**config.mk**
```make
export PLATFORM = sky130hd
export DESIGN_NAME = hi_lo_unit
export DESIGN_NICKNAME = d
export VERILOG_FILES = /design/src/rtl/mul_defs.sv /design/src/rtl/mul_seq_fsm.sv /design/src/rtl/hi_lo_unit.sv
export SDC_FILE = /design/constraint.sdc
export NUM_CORES = 1
export LEC_CHECK = 0
export BUFFER_PORTS_ARGS = -buffer_cell sky130_fd_sc_hd__buf_2
export CAP_MARGIN = 10
export CELL_PAD_IN_SITES_DETAIL_PLACEMENT = 2
export CELL_PAD_IN_SITES_GLOBAL_PLACEMENT = 2
export CORE_MARGIN = 2
export CORE_UTILIZATION = 32
export DETAILED_ROUTE_END_ITERATION = 7
export HOLD_SLACK_MARGIN = 0.03
export PLACE_DENSITY_LB_ADDON = 0.1
export SLEW_MARGIN = 30
export SYNTH_ARGS = -nofsm -noshare
export SYNTH_HDL_FRONTEND = slang
export SYNTH_SLANG_ARGS = --single-unit
```
**constraint.sdc**
```tcl
create_clock -name clk -period 3.7 [get_ports clk]
set_input_delay 0.185 -clock clk [delete_from_list [all_inputs] [get_ports clk]]
set_output_delay 0.185 -clock clk [all_outputs]
set_load 0.005 [all_outputs]
```
**src/rtl/mul_defs.sv**
```systemverilog
// Shared op codes, iteration count and sequencer state encoding for the
// multiplier, its HI/LO sequencer and decode.
package mul_defs;

    localparam int MUL_CYCLES = 32;

    localparam logic [5:0] OP_NOP   = 6'b000000;
    localparam logic [5:0] OP_MULTU = 6'b011001;
    localparam logic [5:0] OP_MADDU = 6'b000001;
    localparam logic [5:0] OP_MFHI  = 6'b010000;
    localparam logic [5:0] OP_MTHI  = 6'b010001;
    localparam logic [5:0] OP_MFLO  = 6'b010010;
    localparam logic [5:0] OP_MTLO  = 6'b010011;
    localparam logic [5:0] OP_OUT   = 6'b111111;

    typedef enum logic [1:0] {
        S_IDLE = 2'd0,
        S_RUN  = 2'd1,
        S_DONE = 2'd2
    } seq_state_e;

    function automatic logic is_mul_op(input logic [5:0] op);
        return (op == OP_MULTU) || (op == OP_MADDU);
    endfunction

endpackage

```
**src/rtl/mul_seq_fsm.sv**
```systemverilog
// Steps the multiplier through start, 31 idle iterations and the OUT cycle;
// flags the capture cycle and whether the result accumulates into HI/LO.
module mul_seq_fsm
    import mul_defs::*;
(
    input  logic       clk,
    input  logic       rst,
    input  logic [5:0] opSignal,
    output logic [5:0] mulSignal,
    output logic       busy,
    output logic       start,
    output logic       capture,
    output logic       accumulate
);

    seq_state_e state_q, state_d;
    logic [4:0] cnt_q, cnt_d;
    logic       acc_q, acc_d;

    always_ff @(posedge clk) begin
        if (rst) begin
            state_q <= S_IDLE;
            cnt_q   <= 5'd0;
            acc_q   <= 1'b0;
        end else begin
            state_q <= state_d;
            cnt_q   <= cnt_d;
            acc_q   <= acc_d;
        end
    end

    always_comb begin
        state_d   = state_q;
        cnt_d     = cnt_q;
        acc_d     = acc_q;
        mulSignal = OP_NOP;
        busy      = 1'b0;
        start     = 1'b0;
        capture   = 1'b0;
        unique case (state_q)
            S_IDLE: begin
                // A request coinciding with reset is dropped outright.
                if (!rst && is_mul_op(opSignal)) begin
                    start     = 1'b1;
                    busy      = 1'b1;
                    mulSignal = opSignal;
                    acc_d     = (opSignal == OP_MADDU);
                    cnt_d     = 5'd0;
                    state_d   = S_RUN;
                end
            end
            S_RUN: begin
                busy  = 1'b1;
                cnt_d = cnt_q + 5'd1;
                if (cnt_q == 5'(MUL_CYCLES - 2))
                    state_d = S_DONE;
            end
            S_DONE: begin
                busy      = 1'b1;
                mulSignal = OP_OUT;
                capture   = 1'b1;
                state_d   = S_IDLE;
            end
            default: state_d = S_IDLE;
        endcase
    end

    assign accumulate = acc_q;

endmodule

```
**src/rtl/hi_lo_unit.sv**
```systemverilog
// Architectural HI/LO store fed by the iterative multiplier: operand
// registers, overwrite/accumulate on capture, and the MFHI/MFLO read port.
module hi_lo_unit
    import mul_defs::*;
(
    input  logic        clk,
    input  logic        rst,
    input  logic [5:0]  opSignal,
    input  logic [31:0] dataA,
    input  logic [31:0] dataB,
    input  logic [63:0] mulResult,
    output logic [5:0]  mulSignal,
    output logic [31:0] mulA,
    output logic [31:0] mulB,
    output logic [31:0] dataOut,
    output logic        busy
);

    logic        start, capture, accumulate;
    logic [31:0] hi_q, hi_d, lo_q, lo_d;
    logic [31:0] mul_a_q, mul_a_d, mul_b_q, mul_b_d;
    logic [31:0] dout_q, dout_d;
    logic [63:0] sum;

    mul_seq_fsm u_fsm (
        .clk        (clk),
        .rst        (rst),
        .opSignal   (opSignal),
        .mulSignal  (mulSignal),
        .busy       (busy),
        .start      (start),
        .capture    (capture),
        .accumulate (accumulate)
    );

    // Carry out of bit 63 is intentionally dropped.
    assign sum = {hi_q, lo_q} + mulResult;

    always_comb begin
        hi_d    = hi_q;
        lo_d    = lo_q;
        mul_a_d = mul_a_q;
        mul_b_d = mul_b_q;
        dout_d  = 32'd0;
        if (start) begin
            mul_a_d = dataA;
            mul_b_d = dataB;
        end
        if (capture) begin
            {hi_d, lo_d} = accumulate ? sum : mulResult;
        end else if (!busy) begin
            // Moves are only honoured when no multiply is in flight.
            unique case (opSignal)
                OP_MTHI: hi_d   = dataA;
                OP_MTLO: lo_d   = dataA;
                OP_MFHI: dout_d = hi_q;
                OP_MFLO: dout_d = lo_q;
                default: ;
            endcase
        end
    end

    always_ff @(posedge clk) begin
        if (rst) begin
            hi_q    <= 32'd0;
            lo_q    <= 32'd0;
            mul_a_q <= 32'd0;
            mul_b_q <= 32'd0;
            dout_q  <= 32'd0;
        end else begin
            hi_q    <= hi_d;
            lo_q    <= lo_d;
            mul_a_q <= mul_a_d;
            mul_b_q <= mul_b_d;
            dout_q  <= dout_d;
        end
    end

    assign mulA    = mul_a_q;
    assign mulB    = mul_b_q;
    assign dataOut = dout_q;

endmodule

```
==> impl_results.md <==
- Die width: 190 µm
- Share of cells above drive strength 1: approximately a fifth
- Routability-driven placement congestion ratio: around 0.94
- Type of the most critical hold path: in2reg
- Clk_skew: 12.2 ps
- HPWL Detailed: between 40000 and 50000 µm
- Final setup violation count: 0
- Avg Cell Area, Syn: 7.76 µm²
- ANT nets after route: 0
- Worst setup SP type: flip-flop
- Crit Path Max Fanout: 5
- Clock Tree Root: clkbuf_16
- DR pass1 iterations: 5
- Max VDD drop: about 0.36 mV
- Hold Vio Cnt, Final: 0
- Status: finished clean
- Relative slew slack: 47.3%
- Final net count: between 1500 and 2000
- Worst setup EP type: flip-flop
- Final critical-path required period: around 3500 ps
- Max Buffers Root-to-Sink: 2
- Initial antenna violation count: 3
- All-layer global routing usage: 30.0%
- Multi-input gate area: ~7200 µm²
- Fraction of registers with async set/reset: 0%
- Critical path type: reg2reg
- Area share of the largest cell type after synthesis: 30.5%
- Unrepaired setup endpoints after global routing: false
- Initial DRC Count: approximately 710
- CTS tree: yes
- DIE AREA: 35900 µm²
- Setup TNS: 0 ps
- EDFF count, synth: 0
- Dominant cell type by area after synthesis: dfxtp_1
- Synth cell count leaders: nand2_1, a21oi_1, dfxtp_1, nor2_1, clkbuf_1
- Ys Warns: 0
- # Max-Cap Violations: 0
- H-tree levels: 4
- Post-Syn Area: 11000 µm²
- Dominant synthesized flop cell: dfxtp_1
- Grt total ovfl: 0
- Number of vias per cell: between 5 and 6
- Clock Sinks: 168
- Initial cell density of the core: 32.7%
- Slew at the pin with the worst max-slew slack: 790 ps
- Num CTS Buffers: 17
- Cells after Synth: 1420
- Number of global-route vias before repair: between 10000 and 15000
- Via Count: 12161
- Worst Path Required: between 4000 and 5000 ps
- Worst hold slack: roughly 50 ps
- Crit path DAT: about 3900 ps
- Worst skew pair latency: 460 ps
- PortBufs: 238
- Core Area: between 30000 and 40000 µm²
- Seq cells post-synth: 168
- Cell variety after synth: 84
- Largest net degree at the start of global routing: 140
- Residual DRC count: 0
- Mapped Nets: 1626
- Routed Wire Length: about 54000 µm
- Filler cells: slightly below 4000
- Leak pwr: roughly 5.8 nW
- P per Cell Area: 451 nW/µm²
- Count leader, synth: nand2_1
- Synth top area cells: dfxtp_1, a21oi_1, ha_1
- Clock transition at path regs: approximately 80 ps
- Die height: about 190 µm
- I/O Pins: 239
- Area growth from synthesis to layout: 25.6%
- Fmax: between 200 and 300 MHz
- Num rows: 67
- Max-slew violations: 0
- Register area share after synthesis: between 30% and 40%
- First-pass GRT wire length: ~81000 µm
- Avg WL per Cell: about 26 µm
- Final cycle utilization of the critical path: a little over nine tenths
- Reg area: 3360 µm²
==> final timing paths <==
path                              start  slack, ps               endpoint  depth (start not counted)
setup / recovery   lo_q[2]$_SDFFE_PP0P_        190   hi_q[3]$_SDFFE_PP0P_                         10
hold / removal                dataA[21]         50  mulA[21]$_SDFFE_PP0P_                          3
setup reg to reg   lo_q[2]$_SDFFE_PP0P_        190   hi_q[3]$_SDFFE_PP0P_                         10
hold reg to reg   mulB[10]$_SDFFE_PP0P_        450  mulB[10]$_SDFFE_PP0P_                          2
==> where the power goes <==
group / internal, mW / leakage [nW] / switching (mW) / total (mW)
logic: 0.829 / 4.14 / 1.38 / 2.21
clock network: 1.06 / 0.288 / 0.874 / 1.93
registers: 1.93 / 1.36 / 0.166 / 2.10
==> layout make-up <==
type / instances / share of cell area (%)
Multi-Input combinational cell: 1134 / 52.2
Sequential cell: 168 / 24.3
Timing Repair Buffer: 321 / 14.3
Tap cell: 448 / 4.05
Clock buffer: 20 / 3.37
Clock inverter: 11 / 0.994
Inverter: 26 / 0.705
Antenna cell: 3 / 0.0542
==> through the flow <==
step | util (%) | cell area [µm²] | worst slack (ps) | cells | power (mW)
floorplan | - | 11000 | 876 | 1420 | 3.45
global placement | 37.6 | 12700 | 280 | 2041 | 4.20
detailed placement | 37.6 | 12700 | 229 | 2041 | 4.26
CTS | 41.0 | 13800 | 186 | 2128 | 6.24
global route | 41.1 | 13800 | 23.9 | 2131 | 6.56
finish | 41.1 | 13800 | 194 | 2131 | 6.25
==> repair_timing <==
item                                    CTS  global route
resized for setup                         0             2
hold buffers                             56             0
setup buffers                             0             0
hold endpoints to repair                 56             0
endpoints found under the setup margin    0             3
==> critical path, stage by stage, from the launching register on <==
cell,delay [ps]
dfxtp_1,400
ha_1,430
nand4_2,170
a2111oi_4,400
o21bai_2,190
o22ai_1,300
a21oi_1,220
o41ai_1,630
a21oi_1,280
o21ai_0,260
o211a_1,170
==> registers in the layout (all words and copies together) (netlist names) <==
signal	count
mulB	32
u_fsm.state_q	2
lo_q	32
u_fsm.cnt_q	5
dataOut	32
u_fsm.accumulate	1
mulA	32
hi_q	32
==> cells in the final DEF (no fill, tap or decap), drive strengths merged, types with 15 or more instances in the layout <==
cell,n
a2111oi,15
a211oi,29
a21o,19
a21oi,201
buf,265
clkbuf,20
dfxtp,168
dlygate4sd3,56
ha,69
inv,30
mux2,28
mux2i,58
nand2,223
nand3,15
nand4,19
nor2,133
nor3,31
o21ai,65
o22ai,18
xnor2,39
xor2,17
==> layer usage <==
metal / GRT usage [%] / share of wire, %
met1: 37.9 / 44
met2: 50.8 / 47
met3: 4.26 / 4.6
met4: 13.5 / 4.3
met5: 0 / 0
==> cells by family after synthesis <==
logic type / count (synthesis) / synth area share [%]
adder cells (fa/ha/maj): 70 / 8.02
XOR/XNOR: 56 / 4.45
AND/OR/NAND/NOR: 482 / 19.2
flip-flops: 168 / 30.5
buffers and inverters: 118 / 4.22
AO/OA/AOI/OAI: 440 / 25.5
multiplexers: 86 / 8.13
No activity file was read; power rests on OpenSTA's default activity.
